--- config.mk ---
export PLATFORM = sky130hd
export DESIGN_NAME = falafel_req_scheduler
export DESIGN_NICKNAME = d
export VERILOG_FILES = /design/src/rtl/falafel_req_scheduler.sv
export SDC_FILE = /design/constraint.sdc
export NUM_CORES = 1
export LEC_CHECK = 0
export BUFFER_PORTS_ARGS = -buffer_cell sky130_fd_sc_hd__clkbuf_2
export CAP_MARGIN = 25
export CORE_AREA = 2 2 150 152
export DETAILED_ROUTE_END_ITERATION = 6
export DIE_AREA = 0 0 152 154
export GPL_TIMING_DRIVEN = 0
export PLACE_DENSITY = 0.55
export SYNTH_ARGS = -nofsm -noshare
export SYNTH_HDL_FRONTEND = slang
export SYNTH_SLANG_ARGS = --single-unit
export TNS_END_PERCENT = 50
--- constraint.sdc ---
create_clock -name clk_i -period 4.94 [get_ports clk_i]
set_clock_uncertainty 0.2 [all_clocks]
set_input_delay 0.988 -clock clk_i [delete_from_list [all_inputs] [get_ports clk_i]]
set_output_delay 0.988 -clock clk_i [all_outputs]
set_load 0.05 [all_outputs]
--- src/rtl/falafel_req_scheduler.sv ---
`default_nettype none
// ============================================================================
// falafel_req_scheduler - serializes alloc/free requests onto the allocator core
// Revision: 1.0
// ============================================================================
module falafel_req_scheduler #(
  parameter int                DATA_W      = 64,
  parameter int                MSG_ID_SIZE = 8,
  parameter logic [DATA_W-1:0] CFG_ADDR    = 'h10,
  parameter int                CNT_W       = 16
) (
  input  logic                          clk_i,
  input  logic                          rst_i,
  input  logic                          alloc_req_val_i,
  output logic                          alloc_req_rdy_o,
  input  logic [MSG_ID_SIZE+DATA_W-1:0] alloc_req_data_i,
  input  logic                          free_req_val_i,
  output logic                          free_req_rdy_o,
  input  logic [MSG_ID_SIZE+DATA_W-1:0] free_req_data_i,
  output logic                          core_req_val_o,
  input  logic                          core_req_rdy_i,
  output logic                          core_req_is_alloc_o,
  output logic [MSG_ID_SIZE+DATA_W-1:0] core_req_data_o,
  input  logic                          core_done_i,
  input  logic                          config_reg_write_i,
  input  logic [DATA_W-1:0]             config_reg_addr_i,
  input  logic [DATA_W-1:0]             config_reg_data_i,
  output logic                          busy_o,
  output logic                          error_o,
  output logic [CNT_W-1:0]              alloc_grant_cnt_o,
  output logic [CNT_W-1:0]              free_grant_cnt_o
);

  localparam int ENTRY_W = MSG_ID_SIZE + DATA_W;
  localparam logic [CNT_W-1:0] CNT_MAX = '1;

  typedef enum logic [1:0] {
    IDLE      = 2'd0,
    ISSUE     = 2'd1,
    WAIT_DONE = 2'd2
  } state_t;

  state_t               state_q, state_d;
  logic                 mode_q, mode_d;
  logic                 last_alloc_q, last_alloc_d;
  logic [ENTRY_W-1:0]   hold_data_q, hold_data_d;
  logic                 hold_alloc_q, hold_alloc_d;
  logic                 core_val_q, core_val_d;
  logic                 error_q, error_d;
  logic [CNT_W-1:0]     alloc_cnt_q, alloc_cnt_d;
  logic [CNT_W-1:0]     free_cnt_q, free_cnt_d;

  logic pick_alloc;
  logic pick_free;
  logic grant_alloc;
  logic grant_free;
  logic cfg_hit;
  logic cnt_clr;
  logic unused_cfg_bits;

  assign unused_cfg_bits = ^{config_reg_data_i[DATA_W-1:9], config_reg_data_i[7:1]};

  // Winner selection; pick_* already implies the corresponding valid.
  always_comb begin
    pick_alloc = 1'b0;
    pick_free  = 1'b0;
    if (mode_q) begin
      pick_free  = free_req_val_i;
      pick_alloc = alloc_req_val_i & ~free_req_val_i;
    end else if (alloc_req_val_i && free_req_val_i) begin
      pick_alloc = ~last_alloc_q;
      pick_free  = last_alloc_q;
    end else begin
      pick_alloc = alloc_req_val_i;
      pick_free  = free_req_val_i;
    end
  end

  assign grant_alloc = (state_q == IDLE) && !rst_i && pick_alloc;
  assign grant_free  = (state_q == IDLE) && !rst_i && pick_free;
  assign cfg_hit     = config_reg_write_i && (config_reg_addr_i == CFG_ADDR);
  assign cnt_clr     = cfg_hit && config_reg_data_i[8];

  always_comb begin
    state_d      = state_q;
    mode_d       = cfg_hit ? config_reg_data_i[0] : mode_q;
    last_alloc_d = last_alloc_q;
    hold_data_d  = hold_data_q;
    hold_alloc_d = hold_alloc_q;
    core_val_d   = core_val_q;
    error_d      = error_q;
    case (state_q)
      IDLE: begin
        if (core_done_i) error_d = 1'b1;
        if (grant_alloc || grant_free) begin
          state_d      = ISSUE;
          hold_data_d  = grant_alloc ? alloc_req_data_i : free_req_data_i;
          hold_alloc_d = grant_alloc;
          last_alloc_d = grant_alloc;
          core_val_d   = 1'b1;
        end
      end
      ISSUE: begin
        // A done here (even alongside the handshake) is a protocol violation.
        if (core_done_i) error_d = 1'b1;
        if (core_req_rdy_i) begin
          state_d    = WAIT_DONE;
          core_val_d = 1'b0;
        end
      end
      WAIT_DONE: begin
        if (core_done_i) state_d = IDLE;
      end
      default: begin
        state_d    = IDLE;
        core_val_d = 1'b0;
      end
    endcase
  end

  // A clear in the same cycle as a grant takes precedence.
  always_comb begin
    alloc_cnt_d = alloc_cnt_q;
    free_cnt_d  = free_cnt_q;
    if (cnt_clr) begin
      alloc_cnt_d = '0;
      free_cnt_d  = '0;
    end else begin
      if (grant_alloc && (alloc_cnt_q != CNT_MAX)) alloc_cnt_d = alloc_cnt_q + 1'b1;
      if (grant_free && (free_cnt_q != CNT_MAX))   free_cnt_d  = free_cnt_q + 1'b1;
    end
  end

  always_ff @(posedge clk_i) begin
    if (rst_i) begin
      state_q      <= IDLE;
      mode_q       <= 1'b0;
      last_alloc_q <= 1'b0;
      hold_data_q  <= '0;
      hold_alloc_q <= 1'b0;
      core_val_q   <= 1'b0;
      error_q      <= 1'b0;
      alloc_cnt_q  <= '0;
      free_cnt_q   <= '0;
    end else begin
      state_q      <= state_d;
      mode_q       <= mode_d;
      last_alloc_q <= last_alloc_d;
      hold_data_q  <= hold_data_d;
      hold_alloc_q <= hold_alloc_d;
      core_val_q   <= core_val_d;
      error_q      <= error_d;
      alloc_cnt_q  <= alloc_cnt_d;
      free_cnt_q   <= free_cnt_d;
    end
  end

  assign alloc_req_rdy_o     = grant_alloc;
  assign free_req_rdy_o      = grant_free;
  assign core_req_val_o      = core_val_q;
  assign core_req_is_alloc_o = hold_alloc_q;
  assign core_req_data_o     = hold_data_q;
  assign busy_o              = (state_q != IDLE);
  assign error_o             = error_q;
  assign alloc_grant_cnt_o   = alloc_cnt_q;
  assign free_grant_cnt_o    = free_cnt_q;

endmodule
`default_nettype wire

==> metrics.log, run 1 <==
INFO  metric run_status = finished, final reports clean
INFO  metric syn-instance-count = 554
INFO  metric synth_warnings = 0
INFO  metric setup_viol = 0
INFO  metric mappedNetlistArea = 5080 um2
INFO  metric worst_slew_margin_rel = 0.293
INFO  metric clock_insertion_delay_worst_skew = 0.36 ns
INFO  metric cts_post_setup_buffers_inserted = 0
INFO  metric gp_congestion = 0.788
INFO  metric fillCellCount = 2336
INFO  metric cp_data_arrival_time = 2.59 ns
INFO  metric number_of_enable_type_register_cells_in_the_synthesized_netlist = 0
INFO  metric fraction_of_layout_instances_using_a_drive_strength_above_1 = 0.409
INFO  metric finish.cell_count_without_fillers = 1175
INFO  metric worstPathMaxFanout = 10
INFO  metric async_flop_share = 0
INFO  metric min_tclk_post_route = 3.78 ns
INFO  metric number_of_pins_exceeding_their_max_slew_limit_in_the_final_report = 0
INFO  metric drc_errors = 0
INFO  metric post-route-period-util = 0.765
INFO  metric end_kind = output pin
INFO  metric max_freq = 265 MHz
INFO  metric worst_hold_path_type = flop to flop
INFO  metric io_buffers = 325
INFO  metric dieArea = 23400 um2
INFO  metric mappedNetlistNets = 835
INFO  metric vias_per_cell = 4.54
INFO  metric worst_slack_at_placement = 1.11 ns
INFO  metric die_width = 152 um
INFO  metric pre_repair_dr_iteration_count = 4
INFO  metric dp_hpwl = 14.7 mm
INFO  metric floorplan.die.height = 154 um
INFO  metric yosys.area.top_type = dfxtp_1
INFO  metric max-cap-violations = 0
INFO  metric core_region_area = 21700 um2
INFO  metric area_used_by_multi_input_combinational_logic = 2690 um2
INFO  metric cts.repair.resized = 0
INFO  metric synth_seq_area_share = 0.433
INFO  metric cp_data_required_time = 3.75 ns
INFO  metric fin_setup_tns = 0 ns
INFO  metric postPlaceCellArea = 7060 um2
INFO  metric final_nets = 1171
INFO  metric worst_setup_hold_path_clk_slew = 0.08 ns
INFO  metric postLayoutCoreUtil = 0.339
INFO  metric seqCellArea = 2200 um2
INFO  metric wl = 18.3 mm
INFO  metric synthesized_flop_and_latch_total = 110
INFO  metric post_drt_wl_per_cell = 15.6 um
INFO  metric ctsRootBufferMaster = clkbuf_16
INFO  metric final_design_area_no_fill = 7360 um2
INFO  metric vdd_ir_drop_max = 0.000157 V
INFO  metric grt_antenna_before_repair = 0
INFO  metric top_reg_cell_synth = dfxtp_1
INFO  metric gr-usage-all-layers = 0.152
INFO  metric clock_path_buffers = 2
INFO  metric place.detailed.instances = 1159
INFO  metric hold_violations = 0
INFO  metric grt_pass1_vias = 5115
INFO  metric initial_utilization = 0.234
INFO  metric synth_cell_types = 39
INFO  metric sink_count = 110
INFO  metric yosys-top-cells-count = nor2_1 (115), dfxtp_1 (110), a211oi_1 (74), mux2i_1 (74), xnor2_1 (25)
INFO  metric synth.top_cell.area_share = 0.433
INFO  metric hold-worst-slack = 0.280 ns
INFO  metric aggregate_global_routing_overflow = 0
INFO  metric cts-hold-fix-buffers = 0
INFO  metric setup.worst_path.class = input pin to output pin
INFO  metric power_density = 314 nW/um2
INFO  metric drt_iter0_drc = 217
INFO  metric dr_total_vias = 5339
INFO  metric p_leak = 3.64 nW
INFO  metric fin_ws = 1.16 ns
INFO  metric insertedDiodeCount = 0
INFO  metric tightest_slew = 1.05 ns
INFO  metric finalPower = 2.31 mW
INFO  metric cts_tree = built
INFO  metric crit_path_start_kind = input pin
INFO  metric detail-route-antenna-nets = 0
INFO  metric h_tree_levels = 3
INFO  metric grt_pass1_wl = 28.5 mm
INFO  metric inserted_clock_buffers = 9
INFO  metric rsz0062_at_grt = no
INFO  metric pin_count = 389
INFO  metric area_growth_syn_to_layout = 44.8%
INFO  metric avg_synthesized_cell_area = 9.17 um2
INFO  metric ys_top_cells_by_area = dfxtp_1 (43%), mux2i_1 (15%), a211oi_1 (11%), nor2_1 (8.5%), xnor2_1 (4.3%)
INFO  metric grt_start_max_net_pins = 21
INFO  metric std_cell_rows = 54
INFO  metric cell_with_the_most_instances_after_synthesis = nor2_1
[placed cells by master (no fill, tap or decap), types with 2 or more instances in the layout]
cell,netlist,layout
buf_2,16,16
mux2i_1,74,74
a2111oi_0,2,2
nor4b_1,3,3
and3_1,2,2
xnor2_1,25,25
inv_6,0,2
a31oi_1,4,4
clkinv_4,0,2
and4_1,5,5
inv_1,9,9
ha_1,2,2
clkbuf_2,0,325
nor2_1,115,115
xor2_1,2,2
nor3b_1,4,4
nand2_1,10,10
nand4_1,10,10
a21oi_1,6,6
nor4_1,20,20
dfxtp_1,110,110
a211oi_1,74,74
clkbuf_16,0,9
o211ai_1,2,2
clkbuf_1,16,16
nand3_1,9,9
buf_1,3,3
a31o_2,2,2
nor3_1,15,15
[metal layers]
layer | global-route usage | share of wire
met4 | 0.0405 | 0.016
met3 | 0.0378 | 0.061
met1 | 0.195 | 0.45
met5 | 0 | 0
met2 | 0.255 | 0.48
[worst paths after layout]
check | depth (start not counted) | from | end | slack [ns]
worst max-delay path | 6 | alloc_req_val_i | alloc_req_rdy_o | 1.16
worst min-delay path | 2 | error_o | error_o | 0.28
worst max register to register | 6 | alloc_grant_cnt_o[0] | alloc_grant_cnt_o[0] | 2.44
worst min register to register | 2 | error_o | error_o | 0.28
[registers in the layout (all words and copies together), names as in the netlist]
signal               count
core_req_data_o         72
alloc_grant_cnt_o       16
free_grant_cnt_o        16
state_q                  2
core_req_is_alloc_o      1
core_req_val_o           1
error_o                  1
mode_q                   1
[logic make-up after synthesis]
family | count (synthesis) | share of synthesized area
simple gates | 201 | 0.194
buf+inv | 45 | 0.0379
xor+xnor | 27 | 0.0465
mux | 74 | 0.146
compound gates | 95 | 0.137
fa+ha+maj | 2 | 0.00492
flops | 110 | 0.433
[critical path, stage by stage]
cell and delay [ns]:
clkbuf_2 0.12, nor3b_1 0.17, o21ai_1 0.48, buf_2 0.44, inv_1 0.13, clkbuf_2 0.26
[report_power, final]
group	switching [mW]	internal [mW]	total, mW
combinational	0.403	0.187	0.590
clock	0.370	0.371	0.741
sequential	0.0344	0.947	0.981
[final cells by class]
class,instances,share of cell area
flip-flops and latches,110,0.299
clock buffers,10,0.0325
multi-input cells,399,0.365
inverters,9,0.00459
well taps,280,0.0476
clock inverters,6,0.00850
repair buffers,325,0.221
plain buffers,36,0.0216
(Power assumes the default switching activity.)
==> run 2: changes to the inputs <==
--- a/config.mk
+++ b/config.mk
@@ -7,11 +7,11 @@
 export LEC_CHECK = 0
 export BUFFER_PORTS_ARGS = -buffer_cell sky130_fd_sc_hd__clkbuf_2
 export CAP_MARGIN = 25
-export CORE_AREA = 2 2 150 152
+export CORE_AREA = 2 2 151 153
 export DETAILED_ROUTE_END_ITERATION = 6
-export DIE_AREA = 0 0 152 154
+export DIE_AREA = 0 0 153 155
 export GPL_TIMING_DRIVEN = 0
-export PLACE_DENSITY = 0.55
+export PLACE_DENSITY = 0.54
 export SYNTH_ARGS = -nofsm -noshare
 export SYNTH_HDL_FRONTEND = slang
 export SYNTH_SLANG_ARGS = --single-unit
==> constraint.sdc (replaced) <==
create_clock -name clk_i -period 3.9 [get_ports clk_i]
set_clock_uncertainty 0.2 [all_clocks]
set_input_delay 0.78 -clock clk_i [delete_from_list [all_inputs] [get_ports clk_i]]
set_output_delay 0.78 -clock clk_i [all_outputs]
set_load 0.05 [all_outputs]
==> metrics.log, run 2 (same netlist as run 1, synthesis figures left out) <==
INFO  metric run_status = finished, final reports clean
INFO  metric worst-path-buf-inv = 4 (unchanged)
INFO  metric switchingPower = 1.03 mW (+28%)
INFO  metric worst_setup_hold_path_clk_slew = 0.07 ns (about the same)
INFO  metric vdd_ir_drop_max = 0.000216 V (+37%)
INFO  metric cts_post_setup_buffers_inserted = 0 (unchanged)
INFO  metric gr_met3_demand_resource = 0.0471 (+0.00931)
INFO  metric core_region_area = 22200 um2 (+2.5%)
INFO  metric grt_pass1_wl = 28.8 mm (+1.2%)
INFO  metric timing.critical_path.cells = clkbuf_2 -> nor3b_1 -> o21ai_1 -> buf_2 -> inv_1 -> clkbuf_2
INFO  metric initial_utilization = 0.229 (-0.00568)
INFO  metric busiest_layer = met2
INFO  metric fraction_of_layout_instances_using_a_drive_strength_above_1 = 0.409 (unchanged)
INFO  metric ctsRootBufferMaster = clkbuf_16
INFO  metric critPathMostFrequentCell = clkbuf_2
INFO  metric pin_count = 389 (unchanged)
INFO  metric netSwitchingFraction = 0.339 (-0.0104)
INFO  metric grt_antenna_before_repair = 4 (+4)
INFO  metric pre_repair_dr_iteration_count = 4 (unchanged)
INFO  metric gp_congestion = 0.781 (-0.94%)
INFO  metric die_width = 153 um (+0.66%)
INFO  metric dr_total_vias = 5306 (-0.62%)
INFO  metric met2_demand_to_capacity_share_in_global_routing = 0.271 (+0.0162)
INFO  metric area_growth_syn_to_layout = 45.8%
INFO  metric tightest_slew = 1.11 ns (+0.0594 ns)
INFO  metric cp_data_arrival_time = 2.34 ns (-0.25 ns)
INFO  metric clock_power_share = 0.347 (+0.026)
INFO  metric crit_path_start_kind = input pin
INFO  metric detail-route-antenna-nets = 0 (unchanged)
INFO  metric drc_errors = 0 (unchanged)
INFO  metric hold_violations = 0 (unchanged)
INFO  metric setup.worst_path.class = input pin to output pin
INFO  metric wl = 19.8 mm (+8.4%)
INFO  metric std_cell_rows = 55 (+1.9%)
INFO  metric floorplan.die.height = 155 um (+0.65%)
INFO  metric finalPower = 3.05 mW (+32%)
INFO  metric cts_tree = built
INFO  metric min_tclk_post_route = 3.32 ns
INFO  metric max_freq = 302 MHz
INFO  metric critical_path.max_stage_delay = 0.46 ns (-0.02 ns)
INFO  metric clock_path_buffers = 2 (unchanged)
INFO  metric grt_pass1_vias = 4943 (-3.4%)
INFO  metric crit_path_top_delay_cell = o21ai_1
INFO  metric aggregate_global_routing_overflow = 0 (unchanged)
INFO  metric use_met1 = 0.191 (-0.00412)
INFO  metric largest_reg_flops = 72 (unchanged)
INFO  metric worstPathMaxFanout = 10 (unchanged)
INFO  metric p_leak = 3.66 nW (+0.44%)
INFO  metric gr-usage-all-layers = 0.158 (+0.00593)
INFO  metric worst_path_dominant_cell_family = buffers and inverters
INFO  metric cp_data_required_time = 2.92 ns (-0.83 ns)
INFO  metric post-route-period-util = 0.850
INFO  metric p_int = 2.02 mW (+34%)
INFO  metric fin_setup_tns = 0 ns (unchanged)
INFO  metric cts.repair.resized = 0 (unchanged)
INFO  metric sink_count = 110 (unchanged)
INFO  metric power_density = 412 nW/um2 (+31%)
INFO  metric worst_slew_margin_rel = 0.253 (-0.0400)
INFO  metric final_nets = 1171 (unchanged)
INFO  metric grt_start_max_net_pins = 21 (unchanged)
INFO  metric worst_hold_path_type = flop to flop
INFO  metric number_of_pins_exceeding_their_max_slew_limit_in_the_final_report = 0 (unchanged)
INFO  metric layout.cells.most_common = clkbuf_2
INFO  metric dieArea = 23700 um2 (+1.3%)
INFO  metric inserted_clock_buffers = 9 (unchanged)
INFO  metric p_seq_frac = 0.407 (-0.017)
INFO  metric end_kind = output pin
INFO  metric vias_per_cell = 4.49 (-1.3%)
INFO  metric setup_viol = 0 (unchanged)
INFO  metric h_tree_levels = 3 (unchanged)
INFO  metric io_buffers = 325 (unchanged)
INFO  metric dp_hpwl = 16.2 mm (+10%)
INFO  metric max-cap-violations = 0 (unchanged)
INFO  metric post_drt_wl_per_cell = 16.8 um (+7.6%)
INFO  metric cts-hold-fix-buffers = 0 (unchanged)
INFO  metric mostFrequentLayoutCells = clkbuf_2 (325), nor2_1 (115), dfxtp_1 (110)
INFO  metric drt_iter0_drc = 157 (-28%)
INFO  metric rsz0062_at_grt = no
INFO  metric clock_insertion_delay_worst_skew = 0.35 ns (about the same)
INFO  metric power_frac_comb = 0.245 (-0.010)
==> run 2: power by group through the flow <==
stage,Sequential (mW),Clock [mW],Combinational (mW)
2_1_floorplan,1.52,0,0.231
3_3_place_gp,1.27,0,0.755
3_5_place_dp,1.27,0,0.758
4_1_cts,1.24,1.10,0.759
5_1_grt,1.25,1.14,0.799
6_report,1.24,1.06,0.748
==> run 2: layout make-up <==
cell class / instances / area, um2
fillers: 2424 / 14800
multi-input cells: 399 / 2690
flip-flops and latches: 110 / 2200
repair buffers: 325 / 1630
well taps: 285 / 357
clock buffers: 9 / 225
plain buffers: 36 / 159
clock inverters: 7 / 109
inverters: 9 / 33.8
diodes: 3 / 7.51
==> run 2: routing by layer <==
metal / routed length [um] / vias up
met1: 8340 / 2362
li1: - / 2711
met2: 9590 / 215
met4: 376 / 0
met5: 0 / -
met3: 1520 / 18
==> run 2: worst paths after layout <==
| kind | to | slack, ns | start | depth (start not counted) |
|---|---|---|---|---|
| worst min register to register | error_o | 0.28 | error_o | 2 |
| worst max-delay path | alloc_req_rdy_o | 0.58 | alloc_req_val_i | 6 |
| worst min-delay path | error_o | 0.28 | error_o | 2 |
| worst max register to register | alloc_grant_cnt_o[0] | 1.37 | alloc_grant_cnt_o[0] | 6 |
==> run 2: tightest hold or removal path: cells and delay by family, from the launching register on <==
kind / cells / cell delay, ns
flops: 1 / 0.33
simple gates: 1 / 0.08
compound gates: 1 / 0.04
==> run 2: per-stage QoR <==
| stage | cell area (um2) | hold WS [ns] | utilization | std cells | setup WS (ns) |
|---|---|---|---|---|---|
| finish | 7410 | 0.278 | 0.333 | 1183 | 0.584 |
| global route | 7400 | 0.311 | 0.333 | 1181 | 0.393 |
| CTS | 7400 | 0.283 | 0.333 | 1180 | 0.440 |
| detailed placement | 7060 | 0.266 | 0.318 | 1164 | 0.438 |
| global placement | 7060 | 0.267 | 0.318 | 1164 | 0.468 |
| floorplan | 5080 | 0.316 | - | 554 | 1.08 |
==> run 3: changes to the inputs <==
--- a/config.mk
+++ b/config.mk
@@ -6,12 +6,13 @@
 export NUM_CORES = 1
 export LEC_CHECK = 0
 export BUFFER_PORTS_ARGS = -buffer_cell sky130_fd_sc_hd__clkbuf_2
-export CAP_MARGIN = 25
-export CORE_AREA = 2 2 151 153
+export CAP_MARGIN = 10
+export CORE_AREA = 2 2 150 152
 export DETAILED_ROUTE_END_ITERATION = 6
-export DIE_AREA = 0 0 153 155
+export DIE_AREA = 0 0 152 154
 export GPL_TIMING_DRIVEN = 0
-export PLACE_DENSITY = 0.54
+export PLACE_DENSITY = 0.57
+export RECOVER_POWER = 50
 export SYNTH_ARGS = -nofsm -noshare
 export SYNTH_HDL_FRONTEND = slang
 export SYNTH_SLANG_ARGS = --single-unit
==> constraint.sdc (replaced) <==
create_clock -name clk_i -period 2.8 [get_ports clk_i]
set_clock_uncertainty 0.2 [all_clocks]
set_input_delay 0.56 -clock clk_i [delete_from_list [all_inputs] [get_ports clk_i]]
set_output_delay 0.56 -clock clk_i [all_outputs]
set_load 0.05 [all_outputs]
==> metrics.log, run 3 (same netlist as run 1, synthesis figures left out) <==
INFO  metric mostFrequentLayoutCells = clkbuf_2 (217), clkbuf_1 (124), nor2_1 (115)
INFO  metric worstPathMaxFanout = 10 (unchanged)
INFO  metric vdd_ir_drop_max = 0.000238 V (+10%)
INFO  metric inserted_clock_buffers = 9 (unchanged)
INFO  metric p_leak = 3.29 nW (-10%)
INFO  metric die_width = 152 um (-0.65%)
INFO  metric run_status = finished, final reports clean
INFO  metric rsz0062_at_grt = no
INFO  metric post_drt_wl_per_cell = 15.6 um (-6.9%)
INFO  metric insertedDiodeCount = 0 (-3)
INFO  metric sink_count = 110 (unchanged)
INFO  metric fin_setup_tns = 0 ns (unchanged)
INFO  metric p_seq_frac = 0.423 (+0.016)
INFO  metric grt_pass1_vias = 5042 (+2.0%)
INFO  metric post-route-period-util = 0.956
INFO  metric end_kind = output pin
INFO  metric worst_setup_hold_path_clk_slew = 0.08 ns (about the same)
INFO  metric finish.cell_count_without_fillers = 1174 (-0.76%)
INFO  metric ctsRootBufferMaster = clkbuf_16
INFO  metric largest_reg_flops = 72 (unchanged)
INFO  metric crit_path_start_kind = flop
INFO  metric final_nets = 1171 (unchanged)
INFO  metric min_tclk_post_route = 2.68 ns
INFO  metric area_growth_syn_to_layout = 42.7%
INFO  metric place.detailed.instances = 1159 (-0.43%)
INFO  metric io_buffers = 325 (unchanged)
INFO  metric area_used_by_multi_input_combinational_logic = 2700 um2 (+0.61%)
INFO  metric drc_errors = 0 (unchanged)
INFO  metric wl = 18.3 mm (-7.6%)
INFO  metric vias_per_cell = 4.51 (+0.65%)
INFO  metric initial_utilization = 0.234 (+0.00568)
INFO  metric ff2ff_setup_slack = 0.26 ns (-1.11 ns)
INFO  metric worst_slew_margin_rel = 0.254 (+0.000776)
INFO  metric pin_count = 389 (unchanged)
INFO  metric critical_path.max_stage_delay = 0.43 ns (-0.03 ns)
INFO  metric cts-hold-fix-buffers = 0 (unchanged)
INFO  metric grt_antenna_before_repair = 0 (-4)
INFO  metric fraction_of_layout_instances_using_a_drive_strength_above_1 = 0.291 (-0.118)
INFO  metric max_freq = 374 MHz
INFO  metric setup.worst_path.class = flop to output pin
INFO  metric worst_path_dominant_cell_family = buffers and inverters
INFO  metric layout.cells.most_common = clkbuf_2
INFO  metric clock_path_buffers = 2 (unchanged)
INFO  metric fillCellCount = 2382 (-1.7%)
INFO  metric dr_total_vias = 5300 (-0.11%)
INFO  metric use_met1 = 0.189 (-0.00231)
INFO  metric number_of_pins_exceeding_their_max_slew_limit_in_the_final_report = 0 (unchanged)
INFO  metric cts_tree = built
INFO  metric busiest_layer = met2
INFO  metric power_frac_comb = 0.249 (+0.004)
INFO  metric worst_hold_path_type = input pin to flop
INFO  metric crit_path_top_delay_cell = nor4b_4
INFO  metric gp_congestion = 0.822 (+5.3%)
INFO  metric core_region_area = 21700 um2 (-2.4%)
INFO  metric detail-route-antenna-nets = 0 (unchanged)
INFO  metric cp_data_arrival_time = 1.92 ns (-0.42 ns)
INFO  metric netSwitchingFraction = 0.345 (+0.00533)
INFO  metric aggregate_global_routing_overflow = 0 (unchanged)
INFO  metric worst-path-buf-inv = 3 (-1)
INFO  metric pre_repair_dr_iteration_count = 4 (unchanged)
INFO  metric setup_viol = 0 (unchanged)
INFO  metric p_int = 2.68 mW (+33%)
INFO  metric cp_data_required_time = 2.04 ns (-0.88 ns)
INFO  metric hold_violations = 0 (unchanged)
INFO  metric power_density = 565 nW/um2 (+37%)
INFO  metric cts_post_setup_buffers_inserted = 0 (unchanged)
INFO  metric seqCellArea = 2200 um2 (unchanged)
INFO  metric met2_demand_to_capacity_share_in_global_routing = 0.258 (-0.0136)
INFO  metric dp_hpwl = 14.6 mm (-9.9%)
INFO  metric postLayoutCoreUtil = 0.334 (+0.00119)
INFO  metric tightest_slew = 1.11 ns (-0.00115 ns)
INFO  metric grt_pass1_wl = 27.9 mm (-2.9%)
INFO  metric drt_iter0_drc = 212 (+35%)
INFO  metric std_cell_rows = 54 (-1.8%)
INFO  metric grt_start_max_net_pins = 20 (-4.8%)
INFO  metric h_tree_levels = 3 (unchanged)
INFO  metric gr-usage-all-layers = 0.151 (-0.00679)
INFO  metric max-cap-violations = 0 (unchanged)
INFO  metric clock_power_share = 0.328 (-0.019)
INFO  metric clock_insertion_delay_worst_skew = 0.35 ns (about the same)
INFO  metric floorplan.die.height = 154 um (-0.65%)
INFO  metric gr_met3_demand_resource = 0.0375 (-0.00959)
INFO  metric timing.critical_path.cells = nor4b_4 -> o21ai_4 -> buf_4 -> inv_1 -> clkbuf_4
INFO  metric dieArea = 23400 um2 (-1.3%)
INFO  metric switchingPower = 1.41 mW (+36%)
## run 3: changes by cell type in the layout (fill, tap and decap cells not counted), sizes merged
cell    delta
bufinv     -1
diode      -3
inv        -2
clkbuf     +1
buf        -1
clkinv     +2
## run 3: metrics by stage
step	power, mW	hold WS, ns	cell area [um2]	worst slack (ns)
after floorplan	2.44	0.316	5080	0.414
after global placement	2.81	0.253	7060	-0.178
after detailed placement	2.82	0.267	7060	-0.250
after CTS	4.20	0.229	7370	0.0230
after global routing	4.32	0.234	7250	0.0110
final	4.09	0.254	7250	0.124
## run 3: area by class of cell
type | instances | area share
multi-input cells | 399 | 0.373
repair buffers | 325 | 0.206
clock inverters | 6 | 0.0112
inverters | 9 | 0.00466
clock buffers | 9 | 0.0311
flip-flops and latches | 110 | 0.304
plain buffers | 36 | 0.0223
well taps | 280 | 0.0483
## run 3: path summary, 6_finish.rpt
kind | from | endpoint | cells after the start
worst max register to register | alloc_grant_cnt_o[0] | alloc_grant_cnt_o[1] | 6
worst min-delay path | config_reg_data_i[0] | mode_q | 3
worst max-delay path | state_q[1] | alloc_req_rdy_o | 5
worst min register to register | error_o | error_o | 2
## run 3: metal layers
metal | up-vias | part of all wire
met5 | - | 0
met4 | 0 | 0.017
met3 | 17 | 0.063
met2 | 204 | 0.49
met1 | 2378 | 0.43
li1 | 2701 | -
## run 3: what timing repair did
action	4_1_cts	5_1_grt
hold endpoints to repair	0	0
endpoints found under the setup margin	1	1
gates resized for setup	2	4
pin swaps	0	0
## run 3: power groups by stage
stage	Sequential, mW	Clock, mW	Combinational (mW)
final	1.73	1.34	1.02
after global routing	1.74	1.48	1.10
after CTS	1.73	1.41	1.06
after detailed placement	1.77	0	1.05
after global placement	1.77	0	1.05
after floorplan	2.12	0	0.322
## run 3: worst register-to-register path: stages (launching register included)
cell and delay (ns):
dfxtp_1 0.46, ha_1 0.26, nand4_1 0.11, nor4_1 0.85, a31oi_1 0.29, mux2i_1 0.22, nor2_1 0.05
